`src/rtl/wb_snoop_responder_pkg.sv`:
```
// Shared snoop definitions: type codes, FSM encodings and counter helper.
// Used by the snoop responder and the snoop arbiter.
package wb_snoop_responder_pkg;

    localparam logic SNOOP_IDLE = 1'b0;
    localparam logic SNOOP_READ = 1'b1;

    localparam logic [1:0] ST_IDLE = 2'd0;
    localparam logic [1:0] ST_REQ  = 2'd1;
    localparam logic [1:0] ST_READ = 2'd2;
    localparam logic [1:0] ST_RESP = 2'd3;

    function automatic logic [15:0] sat_inc(input logic [15:0] v);
        return (v == 16'hFFFF) ? v : v + 16'd1;
    endfunction

endpackage

```
`src/rtl/wb_snoop_responder.sv`:
```
// Snoop responder: looks up a snooped address in the cache's shared RAM
// read port and returns hit/data with a four-phase type/ack handshake.
module wb_snoop_responder
    import wb_snoop_responder_pkg::*;
#(
    parameter int aw             = 32,
    parameter int dw             = 32,
    parameter int set_width      = 4,
    parameter int line_width     = 4,
    parameter bit hit_dirty_only = 1'b0
) (
    input  logic                                wb_clk_i,
    input  logic                                wb_rst_i,
    input  logic [aw-1:0]                       snoop_adr_i,
    input  logic                                snoop_type_i,
    output logic                                snoop_ack_o,
    output logic                                snoop_hit_o,
    output logic [dw-1:0]                       snoop_dat_o,
    output logic                                ram_req_o,
    input  logic                                ram_gnt_i,
    output logic [set_width-1:0]                ram_idx_o,
    output logic [set_width+line_width-3:0]     ram_widx_o,
    input  logic [aw-set_width-line_width-1:0]  ram_tag_i,
    input  logic                                ram_valid_i,
    input  logic                                ram_dirty_i,
    input  logic [dw-1:0]                       ram_dat_i,
    output logic [15:0]                         snoop_hits_o
);

    localparam int ib = line_width + set_width;

    logic [1:0]    state_q;
    logic [aw-1:0] adr_q;
    logic          hit_q;
    logic [dw-1:0] dat_q;
    logic [15:0]   hits_q;
    logic          hit_d;
    logic          in_resp;
    logic          unused_ofs;

    // Byte offset within a word never reaches the RAM.
    assign unused_ofs = ^adr_q[1:0];

    assign hit_d = ram_valid_i
                && (ram_tag_i == adr_q[aw-1:ib])
                && (!hit_dirty_only || ram_dirty_i);

    always_ff @(posedge wb_clk_i) begin
        if (wb_rst_i) begin
            state_q <= ST_IDLE;
            adr_q   <= '0;
            hit_q   <= 1'b0;
            dat_q   <= '0;
            hits_q  <= '0;
        end else begin
            unique case (state_q)
                ST_IDLE: begin
                    if (snoop_type_i == SNOOP_READ) begin
                        adr_q   <= snoop_adr_i;
                        state_q <= ST_REQ;
                    end
                end
                ST_REQ: begin
                    if (snoop_type_i == SNOOP_IDLE)
                        state_q <= ST_IDLE;
                    else if (ram_gnt_i)
                        state_q <= ST_READ;
                end
                ST_READ: begin
                    if (snoop_type_i == SNOOP_IDLE) begin
                        state_q <= ST_IDLE;
                    end else begin
                        // Miss returns zero data rather than stale RAM contents.
                        hit_q   <= hit_d;
                        dat_q   <= hit_d ? ram_dat_i : '0;
                        if (hit_d)
                            hits_q <= sat_inc(hits_q);
                        state_q <= ST_RESP;
                    end
                end
                ST_RESP: begin
                    if (snoop_type_i == SNOOP_IDLE)
                        state_q <= ST_IDLE;
                end
                default: state_q <= ST_IDLE;
            endcase
        end
    end

    assign in_resp      = (state_q == ST_RESP);
    assign snoop_ack_o  = in_resp;
    assign snoop_hit_o  = in_resp & hit_q;
    assign snoop_dat_o  = in_resp ? dat_q : '0;
    assign snoop_hits_o = hits_q;

    // Request is withdrawn as soon as the snooper abandons the lookup.
    assign ram_req_o  = (state_q == ST_REQ) && (snoop_type_i == SNOOP_READ);
    assign ram_idx_o  = adr_q[ib-1:line_width];
    assign ram_widx_o = adr_q[ib-1:2];

endmodule
```
`config.mk`:
```
export PLATFORM = sky130hd
export DESIGN_NAME = wb_snoop_responder
export DESIGN_NICKNAME = d
export VERILOG_FILES = /design/src/rtl/wb_snoop_responder_pkg.sv /design/src/rtl/wb_snoop_responder.sv
export SDC_FILE = /design/constraint.sdc
export NUM_CORES = 1
export LEC_CHECK = 0
export CAP_MARGIN = 20
export CORE_MARGIN = 2
export CORE_UTILIZATION = 30
export CTS_CLUSTER_DIAMETER = 120
export DETAILED_ROUTE_END_ITERATION = 8
export DONT_BUFFER_PORTS = 1
export HOLD_SLACK_MARGIN = 0.12
export PLACE_DENSITY = 0.46
export SYNTH_ARGS = -nofsm -noshare
export SYNTH_HDL_FRONTEND = slang
export SYNTH_SLANG_ARGS = --single-unit
```
`constraint.sdc`:
```
create_clock -name wb_clk_i -period 2.75 [get_ports wb_clk_i]
set_clock_uncertainty 0.15 [all_clocks]
set_input_delay 0.4125 -clock wb_clk_i [delete_from_list [all_inputs] [get_ports wb_clk_i]]
set_output_delay 0.4125 -clock wb_clk_i [all_outputs]
set_load 0.05 [all_outputs]
```
== After elaboration in Yosys (flattened, before gate mapping) ==
Cells that the tools add are included.

* Flip-flop bits (word level): 83
* Input port bits: 94
* Output and inout port bits: 61

* $add $sub $neg: 1
* Equality and inequality tests: 8
* Multiplexer cells: 8
* Bitwise logic cells: 2
* Reduce and logical (&&, ||, !) cells: 7

{| class="wikitable"
|+ Operator list
! cell !! count
|-
| $mux W32 || 2
|-
| $eq A24 B24 Y1 || 1
|-
| $add A16 B1 Y16 const B || 1
|-
| $eq A16 B16 Y1 const B || 1
|-
| $mux W2 || 5
|-
| $pmux W2 S4 || 1
|-
| $eq A2 B2 Y1 const B || 2
|-
| $ne A2 B2 Y1 const B || 2
|-
| $reduce_and A2 Y1 || 2
|-
| $reduce_and A4 Y1 || 1
|-
| $ne A3 B3 Y1 const B || 1
|-
| $reduce_and A3 Y1 || 1
|-
| $eq A2 B1 Y1 const B || 1
|-
| $logic_and A1 B1 Y1 || 2
|-
| $logic_not A2 Y1 || 1
|-
| $and A1 B1 Y1 || 1
|-
| $not A1 Y1 || 1
|}

== Longest topological paths before layout ==
* Depth after elaboration: 3
* Depth in mapped cells: 8
* Gate-level depth less buffers: 6

== Worst setup path after synthesis ==
OpenSTA, ideal clock, no wires.

* Path kind: register to register
* Start point: reg hits_q[0] (netlist: snoop_hits_o[0])
* End point: reg hits_q[11] (netlist: snoop_hits_o[11])
* Arrival time: 1.884 ns
* Slack: 0.584 ns
* Stages on the path, launching flop included: 8
* Clock period less this slack: 2.166 ns
* Cells stage by stage: dfxtp_1 -> ha_1 -> and3_1 -> nand2_1 -> nor3_1 -> clkbuf_1 -> or4_1 -> a21oi_1

* Word-level cells in the longest chain between the ends: 3
* Elaborated cells on any way between the ends: 4
* Those cells by class: 1 x add/sub; 1 x eq/ne; 1 x bitwise; 1 x reduce/logical

{| class="wikitable"
|+ Ends and longest elaborated chain
! item !! RTL line !! source
|-
| from (decl) || wb_snoop_responder.sv:36 || <nowiki>logic [15:0] hits_q;</nowiki>
|-
| from (signal assigned) || wb_snoop_responder.sv:77 || <nowiki>hits_q <= sat_inc(hits_q);</nowiki>
|-
| branches (longest 3 deep; another with $add A16 B1 Y16) || n/a ||
|}

Parallel ways; which one is timed is not known.
A chain may end at the register's enable or synchronous reset.

== Final worst setup path ==
* Start point: reg adr_q[11]
* End point: reg hits_q[7] (netlist: snoop_hits_o[7])

* Word-level cells in the longest chain between the ends: 3

{| class="wikitable"
|+ Ends and longest elaborated chain
! item !! RTL line !! source
|-
| from (decl) || wb_snoop_responder.sv:33 || <nowiki>logic [aw-1:0] adr_q;</nowiki>
|-
| from (signal assigned) || wb_snoop_responder.sv:59 || <nowiki>adr_q <= snoop_adr_i;</nowiki>
|-
| $eq A24 B24 Y1 || wb_snoop_responder.sv:45 || <nowiki>&& (ram_tag_i == adr_q[aw-1:ib])</nowiki>
|-
| $logic_and A1 B1 Y1 || wb_snoop_responder.sv:45 ||
|-
| $reduce_and A4 Y1 (no line) || n/a ||
|}

No other way between the ends.

==> qor.yml <==
cts_resized: 0
wl_per_cell_um: 16.6
critPathRequiredTime_ns: 2.82
slew_viol_final: 0
ys_types: 39
dr_total_vias: 3481
cts_max_level: 3
die_w_um: 115
layout_commonest_cell: "dfxtp_1"
syn-instance-count: 445
multi_input_area_um2: 1880
numCtsBuffers: 9
hold_viol: 0
root_buffer: "clkbuf_16"
grt.total_usage_pct: 16.4
grt_pass1_vias: 3461
worstSkewPairLatency_ns: 0.34
boundaryPins: 155
end_kind: "register"
fp.dieH_um: 115
worst_hold_path_type: "input port to register"
cap_viol_max_count: 0
p_per_area_nw_per_um2: 569
pre_cts_ws_ns: 0.272
clk_path_buf_depth: 2
wirelength_um: 10900
final.min_clock_period_ns: 2.37
numClockSinks: 81
crit_type: "register to register"
fin_nets: 599
timing.final.crit_share_pct: 86.2
async_flop_share_pct: 0
portBuffers: 0
dr.pass1.iters: 4
std_cell_rows: 40
antenna_found_initial: 0
overflow: 0
drive_gt1_share_pct: 9.43
max_freq_ghz: 0.422
grt_pass1_wl_um: 17100
drcViolationCount: 0
area_delta_synth_final_pct: 31.8
synth_warnings: 0
arrival_ns: 2.44
synth-edff-count: 0
rsz0062_at_grt: "no"
drt_iter0_markers: 213
grt_max_degree: 77
fp.dieArea_um2: 13200
antenna_cells: 0
synthFlopType: "dfxtp_1"
netlist_area_um2: 3700
core_um2: 12000
final.setup.tns_ns: 0
seqCellArea_um2: 1620
nFillCells: 1200
synth_fp_nets: 540
synth_area_per_cell_um2: 8.32
post-dp-hpwl_um: 6800
setup_viol: 0
slew_headroom_pct: 35.0
routabilityCongestion: 0.799
irDropWorstVdd_uv: 276
synth_seq_cells: 81
start_kind: "register"
final_antenna_net_count: 0
cts_tree: "built"
cp_max_fo: 6
start_util_pct: 30.8
p_leak_nw: 1.91
outcome: "finished clean"
clk_pin_slew_ns: 0.06
final.setup.worst_slack_ns: 0.380
vias_per_cell: 5.31
worst_pin_slew_ns: 0.974
reg2reg_slack_ns: 0.38
seq_area_frac_synth_pct: 43.8
mostFrequentLayoutCells: "81 x dfxtp_1, 67 x nand2_1, 64 x dlygate4sd3_1"
## sequential cells by signal, summed over array words and instances (netlist names)
register and count:
adr_q 30, hit_q 1, dat_q 32, snoop_hits_o 16
state_q 2
## per-layer routing
layer	track usage, %	routed length, µm
met2	26.9	5240
met4	7.07	179
met1	20.6	4830
met3	4.06	625
met5	0	0
## report_power, final
group,internal [mW],switching (mW),total [mW]
sequential,1.20,0.0355,1.24
clock,0.795,0.490,1.28
combinational,0.123,0.133,0.256
total,2.12,0.658,2.78
## synth_stat cells, drive strengths merged, types with 4 or more instances
master  count  share of area [%]
a21oi      42                5.7
a22oi      32                6.5
and3       36                6.1
and4        4               0.95
buf        18                3.0
clkbuf     24                2.4
dfxtp      81                 44
mux2        5                1.5
nand2      67                6.8
nand3       6               0.81
nand4      16                2.9
nor2       44                4.5
nor2b       6                1.0
nor3        5               0.68
o21ai       5               0.68
o31ai       4               0.81
or3         5               0.84
or4         4               0.81
xnor2      21                5.0
## path summary, 6_finish.rpt
path / endpoint / cells after the start / start
worst min register to register: hit_q / 2 / hit_q
worst min-delay path: snoop_hits_o[6] / 2 / wb_rst_i
worst max-delay path: snoop_hits_o[7] / 7 / adr_q[11]
worst max register to register: snoop_hits_o[7] / 7 / adr_q[11]
## cell type report
class | instances | area share (%)
multi-input cells | 320 | 38.5
flip-flops and latches | 81 | 33.2
inverters | 2 | 0.154
well taps | 147 | 3.77
clock buffers | 9 | 4.62
repair buffers | 90 | 17.8
clock inverters | 7 | 1.95
## timing repair
item,4_1_cts,5_1_grt
hold buffers,65,0
endpoints found under the hold margin,77,0
buffers inserted,0,0
## per-stage QoR
step	power (mW)	cells	hold slack, ns	cell area, µm²	utilization, %
floorplan	1.41	445	0.282	3700	-
global placement	1.42	575	0.289	3890	32.4
detailed placement	1.42	575	0.289	3890	32.4
CTS	2.82	656	0.122	4880	40.6
global route	2.90	656	0.151	4880	40.6
finish	2.78	656	0.134	4880	40.6
## cell families after synthesis
logic type | share of synthesized area, %
and+or+nand+nor | 29.0
AOI/OAI and AO/OA | 14.1
DFF | 43.8
buffers and inverters | 5.64
xor gates and xnor gates | 5.68
muxes | 1.52
adders and majority gates | 0.338
## worst max-delay path, cell delays in order (launching register included)
cell	delay, ns
dfxtp_1	0.32
xnor2_1	0.24
buf_4	0.17
nand4b_4	0.11
nor4_4	0.30
and4_1	0.47
nand4_1	0.15
mux2_1	0.33
(Power assumes the default switching activity.)
